## src/rtl/mem_stage_lsu.sv

```systemverilog
// MEM-stage load/store unit: turns EX/MEM control into a word-aligned D-cache request and
// stalls until the response. Optional misalignment trap: define LSU_MISALIGN_CHECK_EN.
module mem_stage_lsu #(
    parameter int unsigned CNT_W = 32
) (
    input  logic             i_clk,
    input  logic             i_rst,
    input  logic             i_mem_read,
    input  logic             i_mem_write,
    input  logic [2:0]       i_funct3,
    input  logic [31:0]      i_addr,
    input  logic [31:0]      i_wdata,
    input  logic             i_d_mem_resp,
    input  logic [31:0]      i_d_mem_rdata,
    output logic             o_d_mem_read,
    output logic             o_d_mem_write,
    output logic [31:0]      o_d_mem_address,
    output logic [3:0]       o_d_mem_byte_enable,
    output logic [31:0]      o_d_mem_wdata,
    output logic             o_stall,
    output logic [31:0]      o_load_data,
    output logic             o_load_valid,
    output logic             o_misalign,
    output logic [CNT_W-1:0] o_stall_cycles
);

    typedef enum logic [0:0] {StIdle, StBusy} state_e;

    state_e           r_state;
    logic             r_d_mem_read;
    logic             r_d_mem_write;
    logic [31:0]      r_d_mem_address;
    logic [3:0]       r_d_mem_byte_enable;
    logic [31:0]      r_d_mem_wdata;
    logic [2:0]       r_funct3;
    logic [1:0]       r_off;
    logic [31:0]      r_load_data;
    logic             r_load_valid;
    logic             r_misalign;
    logic [CNT_W-1:0] r_stall_cycles;

    logic        w_req;
    logic        w_is_store;
    logic        w_byte;
    logic        w_half;
    logic        w_word;
    logic        w_misaligned;
    logic        w_stall;
    logic [3:0]  w_be;
    logic [31:0] w_wdata;
    logic [7:0]  w_ld_byte;
    logic [15:0] w_ld_half;
    logic [31:0] w_load_ext;

    assign w_req      = i_mem_read | i_mem_write;
    assign w_is_store = i_mem_write;

    // LBU/LHU encodings are only legal for loads; anything undecoded falls back to a word.
    assign w_byte = (i_funct3 == 3'b000) || (!w_is_store && (i_funct3 == 3'b100));
    assign w_half = (i_funct3 == 3'b001) || (!w_is_store && (i_funct3 == 3'b101));
    assign w_word = !w_byte && !w_half;

`ifdef LSU_MISALIGN_CHECK_EN
    assign w_misaligned = w_req && ((w_half && i_addr[0]) || (w_word && (i_addr[1:0] != 2'b00)));
`else
    assign w_misaligned = 1'b0;
`endif

    always_comb begin
        w_be    = 4'b1111;
        w_wdata = i_wdata;
        if (w_is_store) begin
            if (w_byte) begin
                w_be    = 4'b0001 << i_addr[1:0];
                w_wdata = {4{i_wdata[7:0]}};
            end else if (w_half) begin
                w_be    = 4'b0011 << {i_addr[1], 1'b0};
                w_wdata = {2{i_wdata[15:0]}};
            end
        end
    end

    // Stall covers the issue cycle and every BUSY cycle until the response arrives.
    always_comb begin
        w_stall = 1'b0;
        if (!i_rst) begin
            case (r_state)
                StIdle:  w_stall = w_req && !w_misaligned;
                StBusy:  w_stall = !i_d_mem_resp;
                default: w_stall = 1'b0;
            endcase
        end
    end

    always_comb begin
        w_ld_byte = i_d_mem_rdata[7:0];
        case (r_off)
            2'd0:    w_ld_byte = i_d_mem_rdata[7:0];
            2'd1:    w_ld_byte = i_d_mem_rdata[15:8];
            2'd2:    w_ld_byte = i_d_mem_rdata[23:16];
            default: w_ld_byte = i_d_mem_rdata[31:24];
        endcase
        w_ld_half = r_off[1] ? i_d_mem_rdata[31:16] : i_d_mem_rdata[15:0];
        case (r_funct3)
            3'b000:  w_load_ext = {{24{w_ld_byte[7]}}, w_ld_byte};
            3'b100:  w_load_ext = {24'd0, w_ld_byte};
            3'b001:  w_load_ext = {{16{w_ld_half[15]}}, w_ld_half};
            3'b101:  w_load_ext = {16'd0, w_ld_half};
            default: w_load_ext = i_d_mem_rdata;
        endcase
    end

    always_ff @(posedge i_clk) begin
        if (i_rst) begin
            r_state             <= StIdle;
            r_d_mem_read        <= 1'b0;
            r_d_mem_write       <= 1'b0;
            r_d_mem_address     <= 32'd0;
            r_d_mem_byte_enable <= 4'd0;
            r_d_mem_wdata       <= 32'd0;
            r_funct3            <= 3'd0;
            r_off               <= 2'd0;
            r_load_data         <= 32'd0;
            r_load_valid        <= 1'b0;
            r_misalign          <= 1'b0;
            r_stall_cycles      <= '0;
        end else begin
            r_load_valid <= 1'b0;
            r_misalign   <= 1'b0;
            if (w_stall && (r_stall_cycles != '1)) begin
                r_stall_cycles <= r_stall_cycles + CNT_W'(1);
            end
            case (r_state)
                StIdle: begin
                    if (w_req) begin
                        if (w_misaligned) begin
                            r_misalign <= 1'b1;
                        end else begin
                            r_d_mem_read        <= !w_is_store;
                            r_d_mem_write       <= w_is_store;
                            r_d_mem_address     <= {i_addr[31:2], 2'b00};
                            r_d_mem_byte_enable <= w_be;
                            r_d_mem_wdata       <= w_wdata;
                            r_funct3            <= i_funct3;
                            r_off               <= i_addr[1:0];
                            r_state             <= StBusy;
                        end
                    end
                end
                StBusy: begin
                    if (i_d_mem_resp) begin
                        r_d_mem_read  <= 1'b0;
                        r_d_mem_write <= 1'b0;
                        r_state       <= StIdle;
                        if (r_d_mem_read) begin
                            r_load_data  <= w_load_ext;
                            r_load_valid <= 1'b1;
                        end
                    end
                end
                default: r_state <= StIdle;
            endcase
        end
    end

    assign o_d_mem_read        = r_d_mem_read;
    assign o_d_mem_write       = r_d_mem_write;
    assign o_d_mem_address     = r_d_mem_address;
    assign o_d_mem_byte_enable = r_d_mem_byte_enable;
    assign o_d_mem_wdata       = r_d_mem_wdata;
    assign o_stall             = w_stall;
    assign o_load_data         = r_load_data;
    assign o_load_valid        = r_load_valid;
    assign o_misalign          = r_misalign;
    assign o_stall_cycles      = r_stall_cycles;

endmodule

```

## config.mk

```make
export PLATFORM = sky130hd
export DESIGN_NAME = mem_stage_lsu
export DESIGN_NICKNAME = d
export VERILOG_FILES = /design/src/rtl/mem_stage_lsu.sv
export SDC_FILE = /design/constraint.sdc
export NUM_CORES = 1
export LEC_CHECK = 0
export BUFFER_PORTS_ARGS = -buffer_cell sky130_fd_sc_hd__buf_2
export CAP_MARGIN = 20
export CELL_PAD_IN_SITES_DETAIL_PLACEMENT = 0
export CELL_PAD_IN_SITES_GLOBAL_PLACEMENT = 1
export CORE_MARGIN = 2
export CORE_UTILIZATION = 35
export CTS_CLUSTER_DIAMETER = 50
export DETAILED_ROUTE_END_ITERATION = 7
export GPL_TIMING_DRIVEN = 0
export PLACE_DENSITY = 0.79
export SETUP_SLACK_MARGIN = 0.05
export SLEW_MARGIN = 20
export SYNTH_ARGS = -nofsm -noshare
export SYNTH_HDL_FRONTEND = slang
export SYNTH_SLANG_ARGS = --single-unit
```

## constraint.sdc

```tcl
create_clock -name i_clk -period 2.7 [get_ports i_clk]
set_clock_uncertainty 0.15 [all_clocks]
set_input_delay 0.27 -clock i_clk [delete_from_list [all_inputs] [get_ports i_clk]]
set_output_delay 0.27 -clock i_clk [all_outputs]
set_load 0.05 [all_outputs]
```

Word-level counts from Yosys, hierarchy flattened
Cells that the tools add are included.
- muxes and demuxes: 20
- bitwise operators: 3
- reductions and logical operators: 14
- eq/ne operators: 11
- add/sub/neg operators: 1
- shifts and indexed selects: 2
- operator list (cell ; count):
    32-bit case mux with 4 select lines ; 1
    32-bit 2-to-1 mux ; 3
    32-bit by 1-bit adder with 32-bit output, second input constant ; 1
    32-bit inequality test, second input constant ; 1
    8-bit case mux with 3 select lines ; 1
    16-bit 2-to-1 mux ; 1
    3-bit equality test, second input constant ; 4
    4-bit 2-to-1 mux ; 3
    1-bit case mux with 2 select lines ; 4
    1-bit 2-to-1 mux ; 7
    3-bit by 1-bit equality test with 1-bit output, second input constant ; 2
    3-bit zero test ; 2
    2-bit inequality test, second input constant ; 2
    2-bit AND reduction ; 2
    1-bit by 2-bit << shifter with 4-bit output, first input constant ; 1
    2-bit by 2-bit << shifter with 4-bit output, first input constant ; 1
    1-bit logical AND ; 3
    3-bit AND reduction ; 1
    3-bit OR reduction ; 1
    2-bit by 1-bit equality test with 1-bit output, second input constant ; 1
    2-bit equality test, second input constant ; 1
    1-bit zero test ; 2
    2-bit zero test ; 1
    1-bit logical OR ; 2
    other kinds (2) ; 3
- word-level logic and storage cells: 62
- input port bits: 104
- output and inout bits: 137
- register bits after elaboration: 139

Longest topological paths before layout
Gate-level depths: netlist (run 1).
- depth after elaboration: 6
- mapped depth: 7
- mapped depth without buffers: 6

Worst setup path before layout (run 1)
Ideal clock, no wire load.
- path type: reg-to-reg
- start point: register r_stall_cycles[0] (netlist: o_stall_cycles[0])
- end point: register r_stall_cycles[1] (netlist: o_stall_cycles[1])
- path buffers: 1
- arrival time: 2.386 ns
- setup time: 0.128 ns
- path slack: 0.037 ns
- period minus slack after synthesis: 2.663 ns
- cell stages (with the launch flop): 8
- required time: 2.422 ns
- cells stage by stage: dfxtp_1 > ha_1 > nand3_1 > or3_1 > o31ai_4 > buf_6 > mux2i_1 > nor2_1
- longest elaborated chain between the ends: 2
- elaborated cells on any way between the ends: 3
- classes of those cells: add/sub (1); eq/ne (1); reduce/logical (1)
- ends and longest elaborated chain (what ; line ; RTL):
    start, declared ; 40 ; logic [CNT_W-1:0] r_stall_cycles;
    start signal, assigned ; 131 ; r_stall_cycles <= r_stall_cycles + CNT_W'(1);
    branches (longest 2 deep; another with 32-bit by 1-bit adder with 32-bit output) ; n/a ;
Several ways; the timed one is not identified.
A chain may end at the register's enable or synchronous reset.

Worst setup path in the final report (run 1)
Same ends and word-level chain as after synthesis.

==> results of run 1 <==
kinds of logic (layout without fill, tap and decap cells):
family / after synthesis / in the layout / synth area share, %
flops: 139 / 139 / 45.7
simple gates: 309 / 309 / 23.5
fa+ha+maj: 1 / 1 / 0.205
xor+xnor: 3 / 3 / 0.431
mux: 35 / 35 / 6.14
buf+inv: 65 / 393 / 4.38
compound gates: 196 / 196 / 19.6
other cells: 1 / 5 / 0.0616
layout make-up:
cell class / instances / area (um2)
Clock inverter: 11 / 87.6
Tap cell: 225 / 282
Multi-Input combinational cell: 547 / 3060
Inverter: 9 / 33.8
Antenna cell: 2 / 5.00
Buffer: 56 / 233
Timing Repair Buffer: 296 / 1770
Fill cell: 1784 / 8460
Clock buffer: 21 / 460
Sequential cell: 139 / 2790
critical path, cell delays in order (launching register included):
cell	delay (ps)
dfxtp_2	360
ha_1	170
nand3_1	280
or3_1	550
o31ai_4	360
buf_6	200
mux2i_1	180
nor2_1	50
stage by stage:
step	worst slack [ps]	instances	util [%]	cell area [um2]
floorplan	73.9	751	-	6100
CTS	144	1301	50.5	8680
global route	67.8	1305	50.7	8710
detailed placement	168	1213	44.1	7570
finish	248	1306	50.7	8710
global placement	178	1213	44.1	7570
sequential cells by signal, indices dropped and copies added (netlist names):
name and flops:
r_off 2, o_load_valid 1, o_d_mem_wdata 32, o_d_mem_byte_enable 4, o_d_mem_write 1, r_funct3 3
r_state 1, o_stall_cycles 32, o_d_mem_read 1, o_load_data 32, o_d_mem_address 30
layer usage:
layer  part of all wire [%]  wire length (um)  GRT usage (%)
met1                     44              9190           27.8
met4                    1.8               382           6.83
met2                     47              9760           35.5
met5                      0                 0              0
met3                    6.9              1430           6.94
placed cells by master (no fill, tap or decap), types with 15 or more instances in the layout:
cell type | synthesis | layout
nor3_1 | 18 | 17
nor2_1 | 74 | 73
dfxtp_1 | 139 | 137
o21ai_0 | 22 | 22
buf_2 | 3 | 240
dlygate4sd3_1 | 0 | 56
clkbuf_1 | 45 | 47
clkbuf_16 | 0 | 17
a21oi_1 | 94 | 94
a211oi_1 | 40 | 40
mux2i_1 | 25 | 25
nand2_1 | 137 | 137
or3_1 | 15 | 15
cell usage after synthesis, drive strengths merged, types with 2 or more instances:
master	instances	area (um2)
dfxtp	139	2780
nand2	137	514
a21oi	96	488
nor2	74	278
clkbuf	45	169
a211oi	40	300
o21ai	28	144
mux2i	25	250
nor3	19	106
or3	15	93.8
o31ai	14	119
nand3	13	65.1
or4	13	97.6
buf	11	63.8
o211ai	10	75.1
inv	9	33.8
mux2	9	101
nand3b	8	60.1
nand4	8	56.3
nor2b	5	31.3
and4	3	26.3
nand2b	3	18.8
or2	3	18.8
and3	2	12.5
nor4	2	18.8
xor2	2	17.5
worst max-delay path by stage:
| stage | endpoint | cells past startpoint |
|---|---|---|
| 2_1_floorplan | o_stall_cycles[28]$_SDFFE_PP0P_ | 5 |
| 3_3_place_gp | o_stall_cycles[1]$_SDFFE_PP0P_ | 7 |
| 3_5_place_dp | o_stall_cycles[1]$_SDFFE_PP0P_ | 7 |
| 4_1_cts | o_load_data[30]$_SDFFE_PP0P_ | 8 |
| 5_1_grt | o_stall_cycles[20]$_SDFFE_PP0P_ | 6 |
| 6_report | o_stall_cycles[1]$_SDFFE_PP0P_ | 7 |
report_power, final:
part           internal, W  switching, W
registers          0.00215     0.0000538
logic             0.000316      0.000711
clock network      0.00124      0.000939
timing repair:
| item | in CTS | in global routing |
|---|---|---|
| setup endpoints to repair | 0 | 15 |
| buffers inserted | 0 | 3 |
| gates resized for setup | 0 | 2 |
| endpoints found under the hold margin | 56 | 0 |
| hold buffers | 56 | 0 |
==> results.rst, run 1 <==
.. list-table::
   :header-rows: 1

   * - Metric
     - Value
   * - Via count of the first global-routing pass
     - 6121
   * - Fraction of layout cells with a size suffix above 1
     - 28.0%
   * - FMAX
     - 408 MHz
   * - Final setup viols
     - 0
   * - Number of buffers inserted during clock tree synthesis
     - 17
   * - Worst r2r path cells
     - 7
   * - Antenna violations before repair
     - 2
   * - Setup repair after global routing missed its margin
     - no
   * - Horizontal die dimension
     - 136 um
   * - I/O pins
     - 241
   * - Type of destination of the critical path
     - flop
   * - Static leakage
     - 3.65 nW
   * - Synth-to-Final Area Change
     - 43.0%
   * - Kind of critical path
     - reg -> reg
   * - Worst-case vdd ir drop
     - 439 uV
   * - Clock-pin slew reported for the worst setup and hold paths after clock tree synthesis
     - 60 ps
   * - First-pass GRT wire length
     - 31800 um
   * - Syn_area_per_cell
     - 8.13 um2
   * - Reg2Reg Capture Point
     - o_stall_cycles[1]$_SDFFE_PP0P_
   * - Count of flip-flops with a built-in enable after synthesis
     - 0
   * - Total global-route track usage
     - 21.9%
   * - Distinct cells, synth
     - 52
   * - Final worst path period share
     - 90.8%
   * - Worst-Skew Late Latency
     - 420 ps
   * - Synthesis warning total
     - 0
   * - Via count normalized by instance count
     - 4.99
   * - Mapped cell area
     - 6090 um2
   * - Final period demand of the worst path
     - 2450 ps
   * - Max_cap viols
     - 0
   * - Prevailing post-synth register cell
     - dfxtp_1
   * - Hold slack
     - 20.7 ps
   * - Number of port buffers
     - 237
   * - Initial Utilization
     - 35.5%
   * - Final hold violation count
     - 0
   * - Critical path startpoint category
     - flop
   * - Wire length after detailed routing
     - 20800 um
   * - Sequential element share of the synthesized area
     - 45.7%
   * - Post-synthesis instance total
     - 749
   * - Data arrival time of the critical path
     - 2580 ps
   * - Maximum number of pins on one net before global-route repair
     - 17
   * - Post-route DRC violation count
     - 0
   * - Die Span Y
     - 136 um
   * - Highest fanout seen on the critical path
     - 10
   * - Number of cells on the worst hold path
     - 3
   * - Overall die area
     - 18500 um2
   * - Worst min-delay path category
     - in -> reg
   * - Mean routed wirelength per cell
     - 15.9 um
   * - Relative max-transition margin
     - 52.3%
   * - Power consumption
     - 0.00541 W
   * - Maximum buffer depth of the clock tree
     - 2
   * - Initial DRC Count
     - 244
   * - Detailed-route via count
     - 6512
   * - Number of H-tree levels
     - 4
   * - Core area
     - 17200 um2
   * - Max-slew violation total from the final report
     - 0
   * - Final sum of negative setup slack
     - 0 ps
   * - FP Rows
     - 48
   * - Worst slew pin tran
     - 715 ps
   * - Clk root buf
     - clkbuf_16
   * - DR pass1 iterations
     - 4
   * - Net total in the final layout
     - 1171
   * - Required time reported for the critical path endpoint
     - 2830 ps
   * - Async set-reset flop share out of synthesis
     - 0%
   * - GRT overflow
     - 0
   * - Last weighted congestion value of the routability-driven placer
     - 0.879
   * - R2r setup slk
     - 250 ps
   * - Clock sink count
     - 139
   * - Final antenna-violating net count
     - 0
   * - Pwr/cell area
     - 621 nW/um2
   * - Worst flop-to-flop path startpoint
     - o_stall_cycles[0]$_SDFFE_PP0P_
   * - Number of synthesized register bits
     - 139
   * - Result of the run
     - complete, no violations
   * - Worst Setup SP
     - o_stall_cycles[0]$_SDFFE_PP0P_
   * - TritonCTS clock tree
     - built
   * - Estimated wirelength of the detail-placed design
     - 15200 um
   * - Beginning of the worst hold path
     - i_wdata[31]
   * - End point of the most critical hold path
     - o_d_mem_wdata[31]$_SDFFE_PP0P_
Power figures use the tool's default switching activity.
==> inputs of run 2 (changes only) <==
- CORE_ASPECT_RATIO: default -> 0.7
- PLACE_DENSITY: 0.79 -> default
- PLACE_DENSITY_LB_ADDON: default -> 0.1
==> run 2 against run 1 <==
Flip-flop and latch count stayed put. Design area is 0.67% higher. Global-route usage is 0.92 points higher. First-iteration DRC count is 91% higher. Critical path type unchanged. Critical endpoint unchanged.
==> results.rst, run 2 (same netlist as run 1, synthesis figures left out) <==
.. list-table::
   :header-rows: 1

   * - Metric
     - Value
   * - Post-route DRC violation count
     - 0 (unchanged)
   * - Via count normalized by instance count
     - 4.97 (-0.26%)
   * - Number of cells on the worst hold path
     - 3 (unchanged)
   * - Worst-Skew Late Latency
     - 430 ps (about the same)
   * - Via count of the first global-routing pass
     - 6073 (-0.78%)
   * - Worst r2r path cells
     - 6 (-1)
   * - Worst flop-to-flop path startpoint
     - o_stall_cycles[19]$_SDFFE_PP0P_
   * - FP Rows
     - 40 (-17%)
   * - Clk root buf
     - clkbuf_16
   * - Core area
     - 17100 um2 (-0.35%)
   * - Series of cell instances along the critical path
     - nand4_2 > or4b_4 > o31ai_4 > buf_6 > mux2i_1 > nor2_1
   * - TritonCTS clock tree
     - built
   * - Max-slew violation total from the final report
     - 0 (unchanged)
   * - Worst-case vdd ir drop
     - 333 uV (-24%)
   * - Number of buffers inserted during clock tree synthesis
     - 17 (unchanged)
   * - Wire length after detailed routing
     - 21400 um (+3.1%)
   * - Static leakage
     - 3.69 nW (+0.88%)
   * - Required time reported for the critical path endpoint
     - 2840 ps (about the same)
   * - Int Pwr
     - 0.00392 W (+5.9%)
   * - Final worst path period share
     - 92.3% (+1.5 points)
   * - Overall die area
     - 18500 um2 (about the same)
   * - Clock sink count
     - 139 (unchanged)
   * - DR pass1 iterations
     - 5 (+1)
   * - Reg2Reg Capture Point
     - o_stall_cycles[1]$_SDFFE_PP0P_
   * - Estimated wirelength of the detail-placed design
     - 15600 um (+2.1%)
   * - Share of total power in sequential cells
     - 39.0% (-1.8 points)
   * - Final WS setup
     - 207 ps (-40.9 ps)
   * - Net total in the final layout
     - 1170 (-0.085%)
   * - Leading cell type in the layout, fill and taps excluded
     - buf_2
   * - Final antenna-violating net count
     - 0 (unchanged)
   * - Last weighted congestion value of the routability-driven placer
     - 0.817 (-7.1%)
   * - Post-placement setup slack
     - 126 ps (-41.7 ps)
   * - Mean routed wirelength per cell
     - 16.4 um (+2.9%)
   * - Critical path startpoint category
     - flop
   * - Initial Utilization
     - 35.6% (+0.12 points)
   * - # Post-CTS Setup Buffers
     - 0 (unchanged)
   * - Highest-delay cell along the critical path
     - or4b_4
   * - Final sum of negative setup slack
     - 0 ps (unchanged)
   * - Logic pwr share
     - 18.2% (-0.8 points)
   * - Horizontal die dimension
     - 162 um (+19%)
   * - Worst slew pin tran
     - 702 ps (-13.3 ps)
   * - Switching power
     - 0.00173 W (+1.5%)
   * - I/O pins
     - 241 (unchanged)
   * - Worst min-delay path category
     - in -> reg
   * - Max_cap viols
     - 0 (unchanged)
   * - Clock-pin slew reported for the worst setup and hold paths after clock tree synthesis
     - 60 ps (about the same)
   * - Clock network power share
     - 42.8% (+2.6 points)
   * - Relative max-transition margin
     - 52.9% (+0.57 points)
   * - Kind of critical path
     - reg -> reg
   * - Maximum number of pins on one net before global-route repair
     - 17 (unchanged)
   * - Data arrival time of the critical path
     - 2630 ps (+50 ps)
   * - Maximum buffer depth of the clock tree
     - 2 (unchanged)
   * - Final setup viols
     - 0 (unchanged)
   * - Number of H-tree levels
     - 4 (unchanged)
   * - Pwr/cell area
     - 644 nW/um2 (+3.8%)
   * - Number of port buffers
     - 237 (unchanged)
   * - Total global-route track usage
     - 22.8% (+0.92 points)
   * - Top library cells by usage in the layout, fill and taps aside
     - 240 x buf_2, 137 x nand2_1, 137 x dfxtp_1
   * - Detailed-route via count
     - 6510 (-0.031%)
   * - Synth-to-Final Area Change
     - 44.0%
   * - Setup repair after global routing missed its margin
     - yes
   * - First-pass GRT wire length
     - 32900 um (+3.6%)
   * - End point of the most critical hold path
     - o_d_mem_wdata[27]$_SDFFE_PP0P_
   * - Initial DRC Count
     - 467 (+91%)
   * - Die Span Y
     - 114 um (-16%)
   * - Result of the run
     - complete, no violations
   * - Fraction of layout cells with a size suffix above 1
     - 28.1% (+0.12 points)
   * - Antenna violations before repair
     - 0 (-2)
   * - GRT overflow
     - 0 (unchanged)
   * - Highest fanout seen on the critical path
     - 10 (unchanged)
   * - Largest stage delay, worst path
     - 650 ps (+100 ps)
   * - FMAX
     - 401 MHz (-1.6%)
   * - R2r setup slk
     - 210 ps (-40 ps)
   * - Diodes inserted
     - 0 (-2)
   * - Switching Fraction
     - 30.6% (-0.91 points)
   * - Beginning of the worst hold path
     - i_wdata[27]
   * - Final hold violation count
     - 0 (unchanged)
   * - Final period demand of the worst path
     - 2490 ps (+40.9 ps)
   * - Type of destination of the critical path
     - flop
## run 2: layer usage
metal,vias up,wire [um],track usage (%)
li1,3283,-,-
met4,0,242,5.43
met2,207,8900,33.1
met5,-,0,0
met3,21,1530,6.63
met1,2999,10700,33.3
## run 2: cell type report
cell class | count | area [um2]
Buffer | 56 | 234
Clock buffer | 18 | 429
Clock inverter | 14 | 169
Fill cell | 1731 | 8350
Inverter | 9 | 33.8
Multi-Input combinational cell | 547 | 3060
Sequential cell | 139 | 2790
Tap cell | 231 | 289
Timing Repair Buffer | 295 | 1770
## run 2: worst max path at each step
stage                                          startpoint                         endpoint  depth (start not counted)
final                     o_stall_cycles[19]$_SDFFE_PP0P_   o_stall_cycles[1]$_SDFFE_PP0P_                          6
after global routing       o_stall_cycles[4]$_SDFFE_PP0P_  o_stall_cycles[17]$_SDFFE_PP0P_                          5
after CTS                  o_stall_cycles[0]$_SDFFE_PP0P_   o_stall_cycles[1]$_SDFFE_PP0P_                          7
after detailed placement   o_stall_cycles[0]$_SDFFE_PP0P_   o_stall_cycles[1]$_SDFFE_PP0P_                          7
after global placement     o_stall_cycles[0]$_SDFFE_PP0P_   o_stall_cycles[1]$_SDFFE_PP0P_                          7
after floorplan                        r_state$_SDFF_PP0_  o_stall_cycles[28]$_SDFFE_PP0P_                          5
## run 2: what timing repair did
item / 4_1_cts / 5_1_grt
setup endpoints to repair: 0 / 34
endpoints found under the hold margin: 59 / 0
hold buffers: 58 / 0
resized for setup: 0 / 6
## run 2: per-stage QoR
stage	total power, W	hold WS (ps)	cells	utilization (%)	area (um2)
final	0.00565	12.5	1309	51.2	8770
after global routing	0.00588	9.04	1309	51.2	8770
after CTS	0.00569	0.757	1309	51.1	8750
after detailed placement	0.00321	294	1219	44.3	7580
after global placement	0.00321	290	1219	44.3	7580
after floorplan	0.00290	256	751	-	6100
## run 2: power by group through the flow
stage,Combinational [W],Clock (W),Sequential [W]
3_3_place_gp,0.000964,0,0.00225
5_1_grt,0.00110,0.00256,0.00222
3_5_place_dp,0.000961,0,0.00225
6_report,0.00103,0.00242,0.00221
2_1_floorplan,0.000331,0,0.00257
4_1_cts,0.00103,0.00246,0.00221
## run 2: worst max-delay path: cells and delay by family (launching register included)
kind,cells,cell delay [ps]
AND/OR/NAND/NOR,3,920
AO/OA/AOI/OAI,1,450
flip-flops,1,420
buffers and inverters,1,220
multiplexers,1,190
